===== src/rtl/serial_subtractor4.sv =====
// Bit-serial 4-bit two's complement subtractor: a - b computed LSB first as a + ~b + 1,
// then borrow, signed overflow, sign and magnitude of the exact 5-bit result.
module serial_subtractor4 (
  input  logic       clk,
  input  logic       rst,
  input  logic       start,
  input  logic [3:0] a,
  input  logic [3:0] b,
  output logic       busy,
  output logic       done,
  output logic [3:0] diff,
  output logic       borrow,
  output logic       ovf,
  output logic       sign,
  output logic [3:0] mag
);

  typedef enum logic [1:0] {
    IDLE   = 2'd0,
    SHIFT  = 2'd1,
    FINISH = 2'd2
  } state_t;

  state_t      r_state;
  state_t      w_next;

  logic [3:0]  r_a;
  logic [3:0]  r_b;
  logic        r_carry;
  logic [1:0]  r_idx;
  logic        r_busy;
  logic        r_done;
  logic [3:0]  r_diff;
  logic        r_borrow;
  logic        r_ovf;
  logic        r_sign;
  logic [3:0]  r_mag;

  logic        w_abit;
  logic        w_nbbit;
  logic        w_sum;
  logic        w_cout;
  logic        w_rsign;
  logic signed [4:0] w_r;

  // |r| for r in -15..15 always fits in 4 bits.
  function automatic logic [3:0] abs_mag(input logic signed [4:0] r);
    logic signed [4:0] n;
    n = (r < 0) ? -r : r;
    return n[3:0];
  endfunction

  always_ff @(posedge clk) begin
    if (rst) r_state <= IDLE;
    else     r_state <= w_next;
  end

  always_comb begin
    w_next = r_state;
    case (r_state)
      IDLE:    if (start) w_next = SHIFT;
      SHIFT:   if (r_idx == 2'd3) w_next = FINISH;
      FINISH:  w_next = IDLE;
      default: w_next = IDLE;
    endcase
  end

  // One full-adder slice of a + ~b, plus the sign bit of the sign-extended result.
  assign w_abit  = r_a[r_idx];
  assign w_nbbit = ~r_b[r_idx];
  assign w_sum   = w_abit ^ w_nbbit ^ r_carry;
  assign w_cout  = (w_abit & w_nbbit) | (w_abit & r_carry) | (w_nbbit & r_carry);
  assign w_rsign = r_a[3] ^ ~r_b[3] ^ r_carry;
  assign w_r     = {w_rsign, r_diff};

  always_ff @(posedge clk) begin
    if (rst) begin
      r_a      <= 4'd0;
      r_b      <= 4'd0;
      r_carry  <= 1'b0;
      r_idx    <= 2'd0;
      r_busy   <= 1'b0;
      r_done   <= 1'b0;
      r_diff   <= 4'd0;
      r_borrow <= 1'b0;
      r_ovf    <= 1'b0;
      r_sign   <= 1'b0;
      r_mag    <= 4'd0;
    end else begin
      r_done <= 1'b0;
      case (r_state)
        IDLE: begin
          if (start) begin
            r_a     <= a;
            r_b     <= b;
            r_carry <= 1'b1;
            r_idx   <= 2'd0;
            r_busy  <= 1'b1;
          end
        end
        SHIFT: begin
          r_diff[r_idx] <= w_sum;
          r_carry       <= w_cout;
          // Index parks at 3 so no fifth bit is ever processed.
          if (r_idx != 2'd3) r_idx <= r_idx + 2'd1;
        end
        FINISH: begin
          r_borrow <= ~r_carry;
          r_ovf    <= (r_a[3] != r_b[3]) && (r_diff[3] != r_a[3]);
          r_sign   <= w_rsign;
          r_mag    <= abs_mag(w_r);
          r_done   <= 1'b1;
          r_busy   <= 1'b0;
        end
        default: ;
      endcase
    end
  end

  assign busy   = r_busy;
  assign done   = r_done;
  assign diff   = r_diff;
  assign borrow = r_borrow;
  assign ovf    = r_ovf;
  assign sign   = r_sign;
  assign mag    = r_mag;

endmodule


===== config.mk =====
export PLATFORM = sky130hd
export DESIGN_NAME = serial_subtractor4
export DESIGN_NICKNAME = d
export VERILOG_FILES = /design/src/rtl/serial_subtractor4.sv
export SDC_FILE = /design/constraint.sdc
export NUM_CORES = 1
export LEC_CHECK = 0
export CORE_AREA = 10 10 57 59
export CTS_BUF_LIST = sky130_fd_sc_hd__clkbuf_2 sky130_fd_sc_hd__clkbuf_4 sky130_fd_sc_hd__clkbuf_8
export DETAILED_ROUTE_END_ITERATION = 6
export DIE_AREA = 0 0 67 69
export GPL_TIMING_DRIVEN = 0
export PLACE_DENSITY = 0.94
export SLEW_MARGIN = 20
export SYNTH_ARGS = -nofsm -noshare
export SYNTH_HDL_FRONTEND = slang
export SYNTH_SLANG_ARGS = --single-unit

===== constraint.sdc =====
create_clock -name clk -period 3 [get_ports clk]
set_clock_uncertainty 0.2 [all_clocks]
set_input_delay 0.3 -clock clk [delete_from_list [all_inputs] [get_ports clk]]
set_output_delay 0.3 -clock clk [all_outputs]
set_load 0.01 [all_outputs]

==> results by group, run 1 <==
Clocking
  • H-Tree Depth: 1
  • CTS max path bufs: 2
  • Clock Sinks: 26
  • Post-CTS Resized: 0
  • Reg clk slew, reported paths: 0.14 ns
  • Skew-Pair Late Insertion Delay: 0.33 ns
  • CTS Root Cell: clkbuf_4
  • Post-CTS Setup Bufs: 0
  • # hold bufs at CTS: 0
  • CTS tree: yes
  • TritonCTS Buffers: 3

STA
  • Tcrit/Tclk final: 0.739
  • RSZ-0062 raised after global routing: no
  • Hold Fails Final Rpt: 0
  • Achievable Freq: 0.451 GHz
  • Worst rel slew slack: 0.618
  • Sum Neg Setup Slack: 0 ns
  • Post-route minimum period: ~2.2 ns
  • Max Slew Vio Count: 0
  • Worst-Margin Slew: 0.573 ns
  • Final setup vio count: 0

Floorplanning
  • IO Count: 24
  • Core area: 2150 um^2
  • Die width: 67 um
  • Die Footprint: 4620 um^2
  • DIE HEIGHT: 69 um
  • Starting density of the core: 0.535
  • Core Rows: 17

Global routing
  • First-pass GRT wire length: 4150 um
  • Largest net degree at the start of global routing: 16
  • Congestion Overflow GR: 0
  • Number of global-route vias before repair: 991
  • Initial antenna violation count: 0
  • GRT Total Usage: 0.107

Synth
  • Syn Nets: roughly 140
  • Yosys warnings: 0
  • Post-synthesis sequential area ratio: 0.453
  • Post-synth EDFFs: 0
  • Asr flop ratio synth: 0
  • Mapped Area: ~1100 um^2
  • Number of synthesized register bits: 26
  • Top FF cell, synth: dfxtp_1
  • Avg Inst Size Synth: 9.65 um^2
  • Synth cell types: 33
  • Post-Synthesis Cells: 119

Placement
  • # port buffers: 22
  • Placed cells: about 170
  • Placer Congestion: 0.830
  • DP HPWL: 2010 um

Layout
  • Most frequent cells in the layout: 26 x dfxtp_1, 22 x clkdlybuf4s50_1, 16 x nor2_1, 10 x nand2_1, 9 x inv_1
  • Multi-input logic area: 578 um^2
  • Non-Filler Instances: around 170
  • # fillers: 192
  • Share of cells above drive strength 1: 0.0690
  • Antenna diodes: 0
  • Register area: 520 um^2
  • Area growth from synthesis to layout: 26.8%
  • Final nets: 163
  • Commonest non-fill, non-tap cell in the layout: dfxtp_1

Worst setup path
  • CP arrival: around 2.2 ns
  • Worst R2R Start: r_idx[0]
  • Setup CP Type: reg -> reg
  • CP Max Fanout: 8
  • Reg2reg end: diff[0]
  • Setup crit end kind: flip-flop
  • Capture point of the worst path: diff[0]
  • Worst-case reg-to-reg path depth: 5
  • Worst reg-to-reg setup slack: 0.78 ns
  • Worst Setup Start Kind: flip-flop
  • Crit path required time: 3.02 ns
  • Crit. Startpoint: r_idx[0]

Drt
  • Drt drc: 0
  • Via count: 935
  • Routed Antenna Nets: 0
  • Vias per cell: 5.40
  • Post-Route WL: 2380 um
  • DR WL/cell: 13.8 um
  • DRT Pass-1 Iters: 4
  • Initial drt markers: 20

Hold path
  • Worst Hold Class: in -> reg

Job
  • Max_cap viols: 0

Pwr
  • P_leak: 0.572 nW
  • Peak VDD IR: 0.000328 V
  • Tot Pwr: roughly 0.7 mW
  • P per Cell Area: 495 nW/um^2

Run status
  • Status: finished clean
## logic make-up (layout without fill, tap and decap cells)
| group | Yosys count | in the layout | share of synthesized area |
|---|---|---|---|
| buffers and inverters | 13 | 39 | 0.0436 |
| muxes | 10 | 10 | 0.112 |
| xor gates and xnor gates | 3 | 3 | 0.0359 |
| and+or+nand+nor | 36 | 36 | 0.145 |
| adders and majority gates | 6 | 6 | 0.0719 |
| DFF | 26 | 26 | 0.453 |
| AOI/OAI and AO/OA | 25 | 25 | 0.138 |
## worst max-delay path: stages (launching register included)
cell	delay, ns
dfxtp_1	0.52
mux4_1	0.60
inv_1	0.08
fa_1	0.47
a31oi_1	0.19
nor2_1	0.05
## sequential cells by signal, indices dropped and copies added (netlist names)
register,flops
busy,1
borrow,1
r_a,4
r_state,2
done,1
diff,4
mag,4
ovf,1
sign,1
r_b,4
r_carry,1
r_idx,2
## layout make-up
class                   instances  share of cell area
plain buffers                   4              0.0112
clock buffers                   3              0.0155
clock inverters                 1              0.0206
inverters                       9              0.0232
multi-input cells              80               0.397
flip-flops and latches         26               0.357
well taps                      28              0.0241
repair buffers                 22               0.151
## stage by stage
step | area (um^2) | hold slack (ns) | utilization | setup slack [ns]
after global placement | 1400 | 0.235 | 0.653 | 0.902
final | 1460 | 0.124 | 0.678 | 0.783
after detailed placement | 1400 | 0.253 | 0.653 | 0.784
after CTS | 1460 | 0.121 | 0.678 | 0.775
after global routing | 1460 | 0.158 | 0.678 | 0.673
after floorplan | 1150 | 0.247 | - | 0.978
## worst min path at each step
stage                 from     end  slack, ns  depth (start not counted)
finish                 rst  r_b[3]       0.12                          2
global route           rst  r_b[3]       0.16                          2
CTS                    rst  r_b[3]       0.12                          2
detailed placement  mag[3]  mag[3]       0.25                          2
global placement    mag[3]  mag[3]       0.23                          2
floorplan             b[1]  r_b[1]       0.25                          2
## per-layer routing
metal,up-vias,global-route usage,part of all wire
li1,460,-,-
met1,448,0.113,0.38
met2,24,0.196,0.54
met3,3,0.0242,0.068
met4,0,0.0385,0.012
met5,-,0,0
## power breakdown
part	switching (mW)	internal (mW)	total, mW
sequential	0.0144	0.360	0.374
clock	0.105	0.135	0.240
combinational	0.0508	0.0559	0.107
## cells in the mapped netlist, types with 2 or more instances
master	instances	share of area
nand3_1	2	0.0087
nand2_1	10	0.033
nor2_1	16	0.052
o21ai_0	6	0.026
ha_1	5	0.054
a31oi_1	2	0.011
dfxtp_1	26	0.45
a21oi_1	8	0.035
mux2i_1	8	0.070
inv_1	9	0.029
nor2b_1	2	0.011
a22o_1	3	0.023
clkbuf_1	2	0.0065
Note: power is estimated with default switching activity, not from simulation.
==> run 2: changes to the inputs <==
- CORE_AREA: 10 10 57 59 -> 10 10 49 79
- DIE_AREA: 0 0 67 69 -> 0 0 59 89
- PLACE_DENSITY: 0.94 -> 0.85
- clock period: 3 -> 1.9 ns (I/O delays scaled with it)
==> run 2 against run 1 <==
The flow now finishes with violations (setup timing). Die area rose by 14%. Maximum frequency rose by 13%. Setup slack got worse by 0.84 ns. Register-to-register slack got worse by 0.84 ns. Largest cell class unchanged.
==> results by group, run 2 (synthesis results as in run 1) <==
Layout
  • Most frequent cells in the layout: 22 x dfxtp_1, 22 x clkdlybuf4s50_1, 16 x nor2_1, 10 x nand2_1
  • Area growth from synthesis to layout: 31.4%
  • Fin area: 1510 um^2 (+3.6%)
  • # fillers: 222 (+16%)
  • Final design utilization: 0.574 (-0.104)
  • Antenna diodes: 0 (unchanged)
  • Non-Filler Instances: 175 (+1.2%)
  • Final nets: 166 (+1.8%)
  • Share of cells above drive strength 1: 0.142 (+0.0729)

Placement
  • Post-place setup slack: -0.121 ns (-0.905 ns)
  • DP HPWL: 2060 um (+2.7%)
  • Placed cells: 168 (-0.59%)
  • Area after DPL: 1400 um^2 (unchanged)
  • # port buffers: 22 (unchanged)
  • Placer Congestion: 0.851 (+2.5%)

Floorplanning
  • Core Rows: 25 (+8)
  • Die Footprint: 5250 um^2 (+14%)
  • Die width: 59 um (-12%)
  • Starting density of the core: 0.437 (-0.0975)
  • DIE HEIGHT: 89 um (+29%)
  • IO Count: 24 (unchanged)
  • Core area: 2630 um^2 (+22%)

Worst setup path
  • Worst reg-to-reg setup slack: -0.06 ns (-0.84 ns)
  • Family with the most delay on the worst path: adder cells
  • Worst R2R Start: r_idx[1]
  • Crit path depth: 4 (-1)
  • Setup CP Type: reg -> reg
  • Worst-case reg-to-reg path depth: 4 (-1)
  • CP Max Fanout: 4 (-4)
  • Capture point of the worst path: diff[3]
  • Worst Setup Start Kind: flip-flop
  • CP max stage delay: 0.58 ns (-0.02 ns)
  • CP arrival: 1.97 ns (-0.26 ns)
  • Setup crit end kind: flip-flop
  • Worst path cell trace: mux4_2, fa_2, nand3_1, a21oi_2
  • CP bufs+invs: 0 (-1)
  • Reg2reg end: diff[3]
  • Slowest-stage cell, CP: fa_2
  • Crit path required time: 1.91 ns (-1.11 ns)
  • Crit. Startpoint: r_idx[1]

Drt
  • Vias per cell: 5.62 (+4.0%)
  • Initial drt markers: 34 (+70%)
  • DRT Pass-1 Iters: 4 (unchanged)
  • DR WL/cell: 15.6 um (+14%)
  • Via count: 984 (+5.2%)
  • Routed Antenna Nets: 0 (unchanged)
  • Post-Route WL: 2740 um (+15%)
  • Drt drc: 0 (unchanged)

Global routing
  • First-pass GRT wire length: 4400 um (+6.2%)
  • Initial antenna violation count: 0 (unchanged)
  • GRT Total Usage: 0.107 (+0.000182)
  • Largest net degree at the start of global routing: 16 (unchanged)
  • Congestion Overflow GR: 0 (unchanged)
  • Number of global-route vias before repair: 1017 (+2.6%)

Job
  • Max_cap viols: 0 (unchanged)

STA
  • Fin Hold WS: 0.103 ns (-0.0216 ns)
  • Achievable Freq: 0.510 GHz (+13%)
  • Post-route minimum period: 1.96 ns (-0.258 ns)
  • Final setup vio count: 4 (+4)
  • Worst-Margin Slew: 0.601 ns (+0.0277 ns)
  • Final worst slack: -0.0593 ns (-0.842 ns)
  • Max Slew Vio Count: 0 (unchanged)
  • RSZ-0062 raised after global routing: yes
  • Hold Fails Final Rpt: 0 (unchanged)
  • Tcrit/Tclk final: 1.03 (+0.292)
  • Sum Neg Setup Slack: -0.196 ns (-0.196 ns)
  • Worst rel slew slack: 0.599 (-0.0185)

Run status
  • Status: complete, but fails checks
  • Violated checks: setup timing

Pwr
  • P_leak: 0.591 nW (+3.4%)
  • P per Cell Area: 814 nW/um^2 (+64%)
  • Peak VDD IR: 0.000460 V (+40%)
  • Tot Pwr: 1.23 mW (+70%)

Clocking
  • CTS max path bufs: 2 (unchanged)
  • Clock Sinks: 26 (unchanged)
  • CTS Root Cell: clkbuf_8
  • Skew-Pair Late Insertion Delay: 0.27 ns (-0.06 ns)
  • H-Tree Depth: 1 (unchanged)
  • TritonCTS Buffers: 3 (unchanged)
  • Reg clk slew, reported paths: 0.09 ns (-0.05 ns)
  • CTS tree: yes

Hold path
  • Worst Hold Class: in -> reg
-- run 2: area by class of cell --
class / count / area (um^2) / area share
well taps: 27 / 33.8 / 0.0224
flip-flops and latches: 26 / 531 / 0.352
clock inverters: 1 / 30.0 / 0.0199
plain buffers: 4 / 16.3 / 0.0108
clock buffers: 3 / 41.3 / 0.0274
repair buffers: 25 / 243 / 0.161
inverters: 9 / 33.8 / 0.0224
multi-input cells: 80 / 581 / 0.385
-- run 2: layer usage --
metal,track usage,routed length (um),share of wire,vias to the layer above
met5,0,0,0,-
met4,0.0755,141,0.052,0
met3,0.0356,199,0.073,13
met2,0.205,1510,0.55,37
met1,0.0849,882,0.32,469
li1,-,-,-,465
-- run 2: worst min path at each step --
stage | start | to | depth (start not counted) | slack, ns
finish | rst | r_b[3] | 2 | 0.10
global route | rst | r_b[3] | 2 | 0.12
CTS | rst | r_b[3] | 2 | 0.09
detailed placement | borrow | borrow | 2 | 0.25
global placement | mag[1] | mag[1] | 2 | 0.23
floorplan | a[1] | r_a[1] | 2 | 0.14
-- run 2: worst reg2reg max path: cells and delay by family, from the launching register on --
| family | cells | cell delay [ns] |
|---|---|---|
| AND/OR/NAND/NOR | 1 | 0.10 |
| adder cells (fa/ha/maj) | 1 | 0.58 |
| multiplexers | 1 | 0.51 |
| AO/OA/AOI/OAI | 1 | 0.13 |
| flip-flops | 1 | 0.37 |
-- run 2: report_power, final --
group / internal (mW) / switching [mW] / total, mW / leakage [nW]
registers: 0.567 / 0.0210 / 0.588 / 0.214
logic: 0.0950 / 0.0888 / 0.184 / 0.341
clock network: 0.282 / 0.175 / 0.457 / 0.0357
-- run 2: repair_timing --
| action | in CTS | in global routing |
|---|---|---|
| pin swaps | 2 | 1 |
| resized for setup | 1 | 4 |
| endpoints found under the setup margin | 4 | 4 |
| hold buffers | 0 | 0 |
| buffers inserted | 3 | 0 |
==> run 3: changes to the inputs <==
- GPL_TIMING_DRIVEN: 0 -> 1
==> run 3 against run 2 <==
Count of clock-buffer cells in the layout increased by 1. Sequential share of layout area decreased by 0.19 points. Highest routed layer unchanged. First-iteration DRC count increased by 38%. The run still ends with setup timing left.
==> results by group, run 3 (synthesis results as in run 1) <==
Run status
  • Violated checks: setup timing
  • Status: complete, but fails checks

Placement
  • Placer Congestion: 0.821 (-3.5%)
  • DP HPWL: 2220 um (+7.5%)
  • Placed cells: 170 (+1.2%)
  • # port buffers: 23 (+4.5%)

Pwr
  • Clock power share: 0.308 (-0.064)
  • Switching Fraction: 0.245 (+0.0135)
  • Gate power share: 0.175 (+0.025)
  • P_leak: 0.589 nW (-0.43%)
  • Pint: 0.854 mW (-9.5%)
  • P per Cell Area: 753 nW/um^2 (-7.5%)
  • Peak VDD IR: 0.000356 V (-23%)
  • Tot Pwr: 1.13 mW (-7.9%)
  • Register share of total power: 0.517 (+0.039)
  • NetSw: 0.277 mW (-2.5%)

STA
  • Post-route minimum period: 1.97 ns (+0.00798 ns)
  • Worst rel slew slack: 0.612 (+0.0130)
  • Final worst slack: -0.0673 ns (-0.00798 ns)
  • Worst-Margin Slew: 0.580 ns (-0.0207 ns)
  • Sum Neg Setup Slack: -0.233 ns (-0.0366 ns)
  • Final setup vio count: 4 (unchanged)
  • Tcrit/Tclk final: 1.04 (+0.00420)
  • Achievable Freq: 0.508 GHz (-0.41%)
  • Max Slew Vio Count: 0 (unchanged)
  • RSZ-0062 raised after global routing: yes
  • Hold Fails Final Rpt: 0 (unchanged)

Clocking
  • Skew-Pair Late Insertion Delay: 0.26 ns (about the same)
  • CTS max path bufs: 2 (unchanged)
  • H-Tree Depth: 1 (unchanged)
  • CTS Root Cell: clkbuf_8
  • Post-CTS Setup Bufs: 0 (-3)
  • Reg clk slew, reported paths: 0.09 ns (about the same)
  • TritonCTS Buffers: 3 (unchanged)
  • # hold bufs at CTS: 0 (unchanged)
  • Clock Sinks: 26 (unchanged)
  • CTS tree: yes

Layout
  • Share of cells above drive strength 1: 0.143 (+0.000965)
  • Non-Filler Instances: 174 (-0.57%)
  • Antenna diodes: 0 (unchanged)
  • Commonest non-fill, non-tap cell in the layout: dfxtp_1
  • Area growth from synthesis to layout: 30.8%
  • Most frequent cells in the layout: 24 x dfxtp_1, 23 x clkdlybuf4s50_1, 16 x nor2_1, 10 x nand2_1
  • Final design utilization: 0.572 (-0.00238)
  • # fillers: 235 (+5.9%)
  • Final nets: 165 (-0.60%)

Global routing
  • Largest net degree at the start of global routing: 18 (+2)
  • Congestion Overflow GR: 0 (unchanged)
  • GRT Total Usage: 0.110 (+0.00232)
  • Number of global-route vias before repair: 1058 (+4.0%)
  • Initial antenna violation count: 0 (unchanged)
  • First-pass GRT wire length: 4580 um (+4.1%)

Hold path
  • Hold Path Cell Cnt: 2 (unchanged)
  • Worst Hold Class: reg -> reg

Drt
  • Drt drc: 0 (unchanged)
  • Initial drt markers: 47 (+38%)
  • DR WL/cell: 15.7 um (+0.13%)
  • DRT Pass-1 Iters: 4 (unchanged)
  • Vias per cell: 5.54 (-1.5%)
  • Routed Antenna Nets: 0 (unchanged)
  • Post-Route WL: 2720 um (-0.44%)
  • Via count: 964 (-2.0%)

Worst setup path
  • Crit path required time: 1.86 ns (-0.05 ns)
  • Worst-case reg-to-reg path depth: 5 (+1)
  • Worst Setup Start Kind: flip-flop
  • CP arrival: 1.93 ns (-0.04 ns)
  • Setup CP Type: reg -> reg
  • Setup crit end kind: flip-flop
  • CP Max Fanout: 4 (unchanged)

Job
  • Max_cap viols: 0 (unchanged)

Floorplanning
  • Core area: 2630 um^2 (unchanged)
  • Core Rows: 25 (unchanged)
  • IO Count: 24 (unchanged)
  • Starting density of the core: 0.437 (unchanged)
  • Die width: 59 um (unchanged)
  • Die Footprint: 5250 um^2 (unchanged)
  • DIE HEIGHT: 89 um (unchanged)
run 3: power groups by stage:
| stage | Sequential [mW] | Clock, mW | Combinational, mW |
|---|---|---|---|
| 2_1_floorplan | 0.599 | 0 | 0.114 |
| 3_3_place_gp | 0.596 | 0 | 0.177 |
| 3_5_place_dp | 0.598 | 0 | 0.189 |
| 4_1_cts | 0.585 | 0.353 | 0.197 |
| 5_1_grt | 0.588 | 0.377 | 0.216 |
| 6_report | 0.585 | 0.348 | 0.198 |
run 3: worst paths after layout:
path,startpoint,to,slack [ns]
worst max-delay path,r_idx[0],diff[0],-0.07
worst min-delay path,borrow,borrow,0.26
worst max register to register,r_idx[0],diff[0],-0.07
worst min register to register,borrow,borrow,0.26
run 3: timing repair:
action / in CTS / in global routing
pin swaps: 1 / 0
endpoints found under the setup margin: 4 / 4
resized for setup: 2 / 1
run 3: critical path, stage by stage, from the launching register on:
cell and delay (ns):
dfxtp_4 0.36, mux4_2 0.50, inv_2 0.09, fa_2 0.48, a31oi_2 0.18, nor2_1 0.06
run 3: metal layers:
layer  up-vias  part of all wire  GRT usage
met5         -                 0          0
met4         0             0.053     0.0755
met3        13             0.060     0.0341
met2        31              0.55      0.205
met1       458              0.34     0.0927
li1        462                 -          -
run 3: per-stage QoR:
| stage | setup slack (ns) | hold WS (ns) | area (um^2) |
|---|---|---|---|
| final | -0.0673 | 0.264 | 1500 |
| after detailed placement | -0.0799 | 0.252 | 1440 |
| after floorplan | -0.0259 | 0.137 | 1150 |
| after global routing | -0.121 | 0.310 | 1500 |
| after CTS | -0.0632 | 0.274 | 1500 |
| after global placement | 0.0168 | 0.236 | 1440 |
run 3: cell type report:
type                            count  area, um^2  share of cell area
Sequential cell                    26         526               0.350
Tap cell                           27        33.8              0.0225
Multi-Input combinational cell     80         587               0.391
Timing Repair Buffer               28         268               0.178
Inverter                            9        33.8              0.0225
Clock buffer                        4        55.1              0.0366
